===== src/rtl/oculink_link_seq.sv =====
// OCuLink link sequencer: debounces cable presence, drives PERST#, waits for
// the PCIe link, launches the configurator and retries failed attempts up to
// MAX_RETRIES before parking in FAIL. All outputs are registered.
module oculink_link_seq #(
    parameter int unsigned DEBOUNCE_CYCLES     = 1024,
    parameter int unsigned PERST_CYCLES        = 25000000,
    parameter int unsigned LINK_TIMEOUT_CYCLES = 50000000,
    parameter int unsigned CFG_TIMEOUT_CYCLES  = 10000000,
    parameter int unsigned MAX_RETRIES         = 3
) (
    input  logic       user_clk,
    input  logic       sys_rst_n_c,
    input  logic       cprsnt,
    input  logic       user_lnk_up,
    input  logic       finished_config,
    input  logic       failed_config,
    input  logic       restart,
    output logic       perst_n,
    output logic       start_config,
    output logic       seq_ready,
    output logic       seq_failed,
    output logic [3:0] retry_cnt,
    output logic [2:0] seq_state
);

    typedef enum logic [2:0] {
        ST_ABSENT    = 3'd0,
        ST_PERST     = 3'd1,
        ST_WAIT_LINK = 3'd2,
        ST_CONFIG    = 3'd3,
        ST_READY     = 3'd4,
        ST_FAIL      = 3'd5
    } state_t;

    // Timer/debounce values at which the current cycle is the last one allowed.
    localparam logic [31:0] DEB_LAST   = 32'(DEBOUNCE_CYCLES - 1);
    localparam logic [31:0] PERST_LAST = 32'(PERST_CYCLES - 1);
    localparam logic [31:0] LINK_LAST  = 32'(LINK_TIMEOUT_CYCLES - 1);
    localparam logic [31:0] CFG_LAST   = 32'(CFG_TIMEOUT_CYCLES - 1);
    localparam logic [3:0]  MAX_R      = 4'(MAX_RETRIES);

    logic        cprsnt_s1_q, cprsnt_s2_q;
    state_t      state_q, state_d;
    logic [31:0] timer_q, timer_d;
    logic [31:0] deb_q, deb_d;
    logic [3:0]  retry_q, retry_d;
    logic [4:0]  retry_inc;
    logic        fail_evt;
    logic        restart_evt;
    logic        perst_n_q, start_config_q, seq_ready_q, seq_failed_q;

    assign retry_inc = {1'b0, retry_q} + 5'd1;

    // Next-state decision with priority removal > restart > failure > progress.
    always_comb begin
        state_d     = state_q;
        retry_d     = retry_q;
        deb_d       = '0;
        fail_evt    = 1'b0;
        restart_evt = 1'b0;
        if (state_q != ST_ABSENT && cprsnt_s2_q) begin
            state_d = ST_ABSENT;
            retry_d = '0;
        end else if (state_q != ST_ABSENT && restart) begin
            state_d     = ST_PERST;
            retry_d     = '0;
            restart_evt = 1'b1;
        end else begin
            unique case (state_q)
                ST_ABSENT: begin
                    if (!cprsnt_s2_q) begin
                        if (deb_q == DEB_LAST) state_d = ST_PERST;
                        else                   deb_d   = deb_q + 32'd1;
                    end
                end
                ST_PERST: begin
                    if (timer_q == PERST_LAST) state_d = ST_WAIT_LINK;
                end
                ST_WAIT_LINK: begin
                    if (timer_q == LINK_LAST) fail_evt = 1'b1;
                    else if (user_lnk_up)     state_d  = ST_CONFIG;
                end
                ST_CONFIG: begin
                    // A simultaneous finished/failed report counts as a failure.
                    if (failed_config || !user_lnk_up || timer_q == CFG_LAST) fail_evt = 1'b1;
                    else if (finished_config) state_d = ST_READY;
                end
                ST_READY: begin
                    if (!user_lnk_up) fail_evt = 1'b1;
                end
                ST_FAIL: begin
                    state_d = ST_FAIL;
                end
                default: state_d = ST_ABSENT;
            endcase
            if (fail_evt) begin
                if (retry_inc < {1'b0, MAX_R}) begin
                    retry_d = retry_inc[3:0];
                    state_d = ST_PERST;
                end else begin
                    retry_d = MAX_R;
                    state_d = ST_FAIL;
                end
            end
        end
        // A restart inside PERST re-enters the same state, so it clears the timer too.
        timer_d = (state_d != state_q || restart_evt) ? '0 : timer_q + 32'd1;
    end

    // State, counters, synchronizer and registered outputs derived from the next state.
    always_ff @(posedge user_clk or negedge sys_rst_n_c) begin
        if (!sys_rst_n_c) begin
            cprsnt_s1_q    <= 1'b1;
            cprsnt_s2_q    <= 1'b1;
            state_q        <= ST_ABSENT;
            timer_q        <= '0;
            deb_q          <= '0;
            retry_q        <= '0;
            perst_n_q      <= 1'b0;
            start_config_q <= 1'b0;
            seq_ready_q    <= 1'b0;
            seq_failed_q   <= 1'b0;
        end else begin
            cprsnt_s1_q    <= cprsnt;
            cprsnt_s2_q    <= cprsnt_s1_q;
            state_q        <= state_d;
            timer_q        <= timer_d;
            deb_q          <= deb_d;
            retry_q        <= retry_d;
            perst_n_q      <= (state_d == ST_WAIT_LINK) || (state_d == ST_CONFIG) ||
                              (state_d == ST_READY);
            start_config_q <= (state_d == ST_CONFIG) && (state_q != ST_CONFIG);
            seq_ready_q    <= (state_d == ST_READY);
            seq_failed_q   <= (state_d == ST_FAIL);
        end
    end

    assign perst_n      = perst_n_q;
    assign start_config = start_config_q;
    assign seq_ready    = seq_ready_q;
    assign seq_failed   = seq_failed_q;
    assign retry_cnt    = retry_q;
    assign seq_state    = state_q;

endmodule


===== config.mk =====
export PLATFORM = sky130hd
export DESIGN_NAME = oculink_link_seq
export DESIGN_NICKNAME = d
export VERILOG_FILES = /design/src/rtl/oculink_link_seq.sv
export SDC_FILE = /design/constraint.sdc
export NUM_CORES = 1
export LEC_CHECK = 0
export ABC_AREA = 1
export CAP_MARGIN = 20
export CELL_PAD_IN_SITES_DETAIL_PLACEMENT = 1
export CELL_PAD_IN_SITES_GLOBAL_PLACEMENT = 2
export CORE_MARGIN = 8
export CORE_UTILIZATION = 36
export DETAILED_ROUTE_END_ITERATION = 8
export PLACE_DENSITY = 0.88
export SYNTH_ARGS = -nofsm -noshare
export SYNTH_HDL_FRONTEND = slang
export SYNTH_SLANG_ARGS = --single-unit

===== constraint.sdc =====
create_clock -name user_clk -period 2.53 [get_ports user_clk]
set_input_delay 0.759 -clock user_clk [delete_from_list [all_inputs] [get_ports user_clk]]
set_output_delay 0.759 -clock user_clk [all_outputs]
set_load 0.01 [all_outputs]

Word level (Yosys, flattened, before mapping)
Index checks and enable logic that the tools add are counted.
{"block": "op_classes", "n_reduce_logical": 12, "muxes": 30, "eq_ne": 15, "magnitude_cmp": 1, "add_sub_neg": 3}
{"cell": "two-way mux 32 bit", "count": 6}
{"cell": "adder 32 x 1 -> 32 bit, second input constant", "count": 2}
{"cell": "two-way mux 3 bit", "count": 11}
{"cell": "equality test 32 x 10 -> 1 bit, second input constant", "count": 1}
{"cell": "equality test 32 x 24 -> 1 bit, second input constant", "count": 1}
{"cell": "equality test 32 x 25 -> 1 bit, second input constant", "count": 1}
{"cell": "equality test 32 x 26 -> 1 bit, second input constant", "count": 1}
{"cell": "case mux 3 bit (6 select lines)", "count": 1}
{"cell": "two-way mux 4 bit", "count": 4}
{"cell": "equality test 3 x 2 -> 1 bit, second input constant", "count": 4}
{"cell": "equality test 3 bit, second input constant", "count": 4}
{"cell": "two-way mux 1 bit", "count": 7}
{"cell": "nonzero test 3 bit", "count": 2}
{"cell": "adder 4 x 1 -> 5 bit, second input constant", "count": 1}
{"cell": "logical OR 1 bit", "count": 5}
{"cell": "less-than comparator 5 x 2 -> 1 bit, second input constant", "count": 1}
{"cell": "equality test 3 x 1 -> 1 bit, second input constant", "count": 1}
{"cell": "logical AND 1 bit", "count": 3}
{"cell": "logical NOT 3 bit", "count": 1}
{"cell": "inequality test 3 x 2 -> 1 bit, second input constant", "count": 1}
{"cell": "inequality test 3 bit", "count": 1}
{"cell": "case mux 1 bit (3 select lines)", "count": 1}
{"cell": "logical NOT 1 bit", "count": 1}
{"block": "totals", "wordCells": 71, "register_bits": 77, "in_bits": 7, "output_inout_bits": 11}

Depth between registers and ports, before layout
{"block": "depth", "ltp_word": 13, "mapped_depth": 18, "mapped_depth_nobuf": 17}

Least setup slack after synthesis
Ideal clock, no wire load.
{"block": "synth_path", "kind": "reg2reg", "startpoint": "register timer_q[0]", "endpoint": "register timer_q[28]", "path_buffers": 0, "arrival_ps": 1885, "slack_ps": 525, "setup_ps": 120, "required_ps": 2410, "path_stages_with_launch": 14, "path_cell_list": "dfrtp_1 ha_1 nand2_1 nor2_4 nand4_1 nor2_1 nand2_1 nor2_1 nand3_1 nor2_1 nand2_1 nor2_1 xor2_1 nor2_2"}
{"block": "synth_via", "elab_chain_len": 12}
{"element": "start, declared", "line_no": "44", "text": "logic [31:0] timer_q, timer_d;"}
{"element": "start signal, assigned", "line_no": "127", "text": "timer_q <= timer_d;"}
{"element": "equality test 32 x 24 -> 1 bit", "line_no": "85", "text": "if (failed_config || !user_lnk_up || timer_q == CFG_LAST) fail_evt = 1'b1;"}
{"element": "logical OR 1 bit", "line_no": "85"}
{"element": "two-way mux 1 bit", "line_no": "85"}
{"element": "case mux 1 bit (3 select lines)", "line_no": "69", "text": "unique case (state_q)"}
{"element": "two-way mux 1 bit", "line_no": "64", "text": "end else if (state_q != ST_ABSENT && restart) begin"}
{"element": "two-way mux 1 bit", "line_no": "61", "text": "if (state_q != ST_ABSENT && cprsnt_s2_q) begin"}
{"element": "two-way mux 3 bit", "line_no": "96", "text": "if (fail_evt) begin"}
{"element": "two-way mux 3 bit", "line_no": "64"}
{"element": "two-way mux 3 bit", "line_no": "61"}
{"element": "inequality test 3 bit", "line_no": "107", "text": "timer_d = (state_d != state_q || restart_evt) ? '0 : timer_q + 32'd1;"}
{"element": "logical OR 1 bit", "line_no": "107"}
{"element": "two-way mux 32 bit *", "line_no": "107"}
{"element": "via timer_d[28]", "line_no": "44"}
The timed path passes the listed nets; every way through them passes the cells marked *. The select of a mux whose other input is x is not followed.
A chain may end at the register's enable or synchronous reset.

Worst setup path in the final report
{"block": "layout_path", "startpoint": "register timer_q[0]", "endpoint": "register timer_q[0]"}
Same word-level chain as after synthesis.

==> metrics.txt <==
Synth Instances=approximately 570; Synthesized Nets=about 580; Period Utilization, post-route=91.1%; post-route cell area=5140 sq um; WL final=between 10000 and 15000 microns; Tmin final=~2.3 ns; root buffer cell=clkbuf_16; port buffer count=17; reg2reg setup slack=roughly 0.23 ns; leading area contributor after synthesis=dfrtp_1; final setup vio count=0; max_cap viols=0; gr ovfl total=0; Syn Area/Cell=7.65 sq um; Final Hold Viols=0; vias in the first global route=4021; CTS max path bufs=2; setup bufs post-CTS=0; Clk pin slew, worst setup/hold paths=roughly 0.060 ns; CP arrival=2.58 ns; dpl hpwl=approximately 8100 microns; maximum fanout along the worst path=18; CP startpoint kind=flip-flop; Routed WL per cell=about 14 microns; Num CTS Buffers=9; worst path cell trace=ha_1 > nand2_1 > nor2_4 > buf_4 > nand3_2 > nor2_1 > nand2_1 > nand2_1 > nand2_2 > nand3_2 > inv_2 > nand2_2 > nand2_1 > nand3_1 > nor2_2 > nand2_2 > buf_12 > nor2_1; die area=~16000 sq um; Crit Path Class=reg -> reg; status=complete, no violations; top cells by area, synth=dfrtp_1 43%, nand2_1 8.9%, nor2_1 7.6%; Clk Latency, worst-skew pair=roughly 0.34 ns; most frequent CP cell=nand2_1; leakage power total=about 2.3 nW; total design power=approximately 0.0026 W; Peak VDD IR=0.000314 V; Vias/cell=slightly below 5; Rows=40; Worst slew margin=approximately 60%; skew final=0.00878 ns; Synth Register Bits=77; Ys Warns=0; Worst-Margin Slew=approximately 0.58 ns; Final nets=approximately 600; CP Data Required Time=roughly 2.8 ns; number of DRC markers in iteration 0=141; CP max stage cell=dfrtp_1; CP bufs+invs=3; largest delay contributor family on the critical path=simple AND/OR/NAND/NOR gates; register area share after synthesis=44.3%; RSZ-0062 raised after global routing=false; H-tree depth=3; power per cell area=between 500 and 600 nW/um^2; reg2reg end=timer_q[0]; Cell variety after synth=29; FMAX=between 400 and 500 MHz; Max stage delay on crit path=roughly 0.40 ns; worst reg-to-reg path cell count=18; Placer Congestion=between 0.8 and 0.9; Post-CTS Hold Buffers=0; Vias=around 3700; Area Overhead vs Synth=18.0%; Antenna Diode Count=0; post-synthesis instance area=4350 sq um; drt first pass iters=6; largest net degree at the start of global routing=32; Placeable Area=between 10000 and 15000 sq um; clock sinks=between 70 and 80; initial antenna violation count=0; GRT Util Overall=roughly 15%; num ports=18; Final Max Tran Viols=0; Starting Density=36.5%; final core occ=roughly 43%; CTS tree=yes; DIE WIDTH=126 microns; post-placement cell area=between 4000 and 5000 sq um; HP Class=in -> async; global-route wire length before repair=~19000 microns; Worst Setup End Kind=flip-flop; Die Ht=between 100 and 150 microns; DRC violations left=0; share of cells above drive strength 1=between 10% and 20%; reg2reg start=timer_q[0]; Yosys top cell area share=43.1%; final antenna-violating net count=0
## power breakdown
part | total, W | switching [W] | internal, W | leakage (nW)
Clock | 0.00133 | 0.000564 | 0.000770 | 0.146
Combinational | 0.0000711 | 0.0000470 | 0.0000240 | 1.09
Sequential | 0.00124 | 0.00000457 | 0.00124 | 1.05
Total | 0.00265 | 0.000615 | 0.00203 | 2.29
## sequential cells by signal (all words and copies together) (netlist names)
register / cells
cprsnt_s1_q: 1
cprsnt_s2_q: 1
deb_q: 32
perst_n: 1
retry_cnt: 4
seq_failed: 1
seq_ready: 1
seq_state: 3
start_config: 1
timer_q: 32
## timing repair
action,4_1_cts,5_1_grt
setup endpoints to repair,0,8
hold endpoints to repair,0,0
resized for setup,0,6
## kinds of logic (layout without fill, tap and decap cells)
kind of cell             count (synthesis)  in the layout  share of synthesized area [%]
AND/OR/NAND/NOR                        321            321                           34.3
buffers and inverters                   94            138                           8.63
flip-flops                              77             77                           44.3
AO/OA/AOI/OAI                           41             41                           5.26
XOR/XNOR                                33             33                           6.64
adder cells (fa/ha/maj)                  3              3                          0.863
## cell usage after synthesis, drive strengths merged
library cell,number
nor3,33
a21oi,17
a31o,1
a41oi,1
inv,89
dfstp,2
clkbuf,2
or2,1
xnor2,7
ha,3
o21ai,15
a211oi,1
nor2,125
o21a,5
xor2,26
dfrtp,75
nand4,12
nand2,112
nor4,4
nand3,34
buf,3
a31oi,1
## worst max path at each step
stage                            from           to  slack, ns  cells past startpoint
after floorplan            timer_q[0]  timer_q[28]       0.52                     13
after global placement    user_lnk_up  timer_q[31]      0.009                     15
after detailed placement  user_lnk_up   timer_q[0]      -0.08                     14
after CTS                  timer_q[0]  timer_q[28]       0.10                     13
after global routing       timer_q[0]  timer_q[28]     0.0008                     13
final                      timer_q[0]   timer_q[0]       0.23                     18
## per-layer routing
metal	routed length [microns]	up-vias	track usage (%)
met1	4990	1793	17.9
met3	410	14	3.92
met4	204	0	6.02
li1	-	1864	-
met5	0	-	0
met2	5110	37	23.6
## through the flow
stage / hold slack, ns / worst slack [ns] / cells / TNS [ns]
2_1_floorplan: 0.345 / 0.525 / 569 / 0
3_3_place_gp: 0.351 / 0.00945 / 744 / 0
3_5_place_dp: 0.353 / -0.0772 / 744 / -1.50
4_1_cts: 0.350 / 0.102 / 760 / 0
5_1_grt: 0.368 / 0.000770 / 760 / 0
6_report: 0.347 / 0.226 / 760 / 0
## layout make-up
type                            count  area [sq um]
Inverter                           89           334
Multi-Input combinational cell    398          2060
Fill cell                        1509          6780
Clock inverter                      7          73.8
Sequential cell                    77          1930
Timing Repair Buffer               33           325
Tap cell                          147           184
Clock buffer                        9           225
## cell usage in the layout, fill, tap and decap left out
| cell | count |
|---|---|
| nand2_1 | 103 |
| nor2_1 | 85 |
| inv_1 | 83 |
| dfrtp_1 | 75 |
| nor2_2 | 35 |
| nand3_1 | 32 |
| nor3_1 | 31 |
| xor2_1 | 26 |
| a21oi_1 | 17 |
| clkdlybuf4s50_1 | 16 |
| o21ai_0 | 15 |
| buf_4 | 14 |
| nand4_1 | 12 |
| clkbuf_16 | 9 |
| xnor2_1 | 7 |
| nand2_2 | 7 |
| inv_2 | 6 |
| nor2_4 | 5 |
| o21a_1 | 5 |
| nor4_1 | 4 |
| ha_1 | 3 |
| buf_12 | 3 |
| nand3_2 | 2 |
| nor3_2 | 2 |
| nand2_4 | 2 |
| clkinv_2 | 2 |
| inv_6 | 2 |
| dfstp_2 | 2 |
| or2_1 | 1 |
| a31oi_1 | 1 |
| a211oi_1 | 1 |
| a41oi_1 | 1 |
| a31o_2 | 1 |
| bufinv_16 | 1 |
| clkinvlp_4 | 1 |
| clkinv_4 | 1 |
Power figures use the tool's default switching activity.
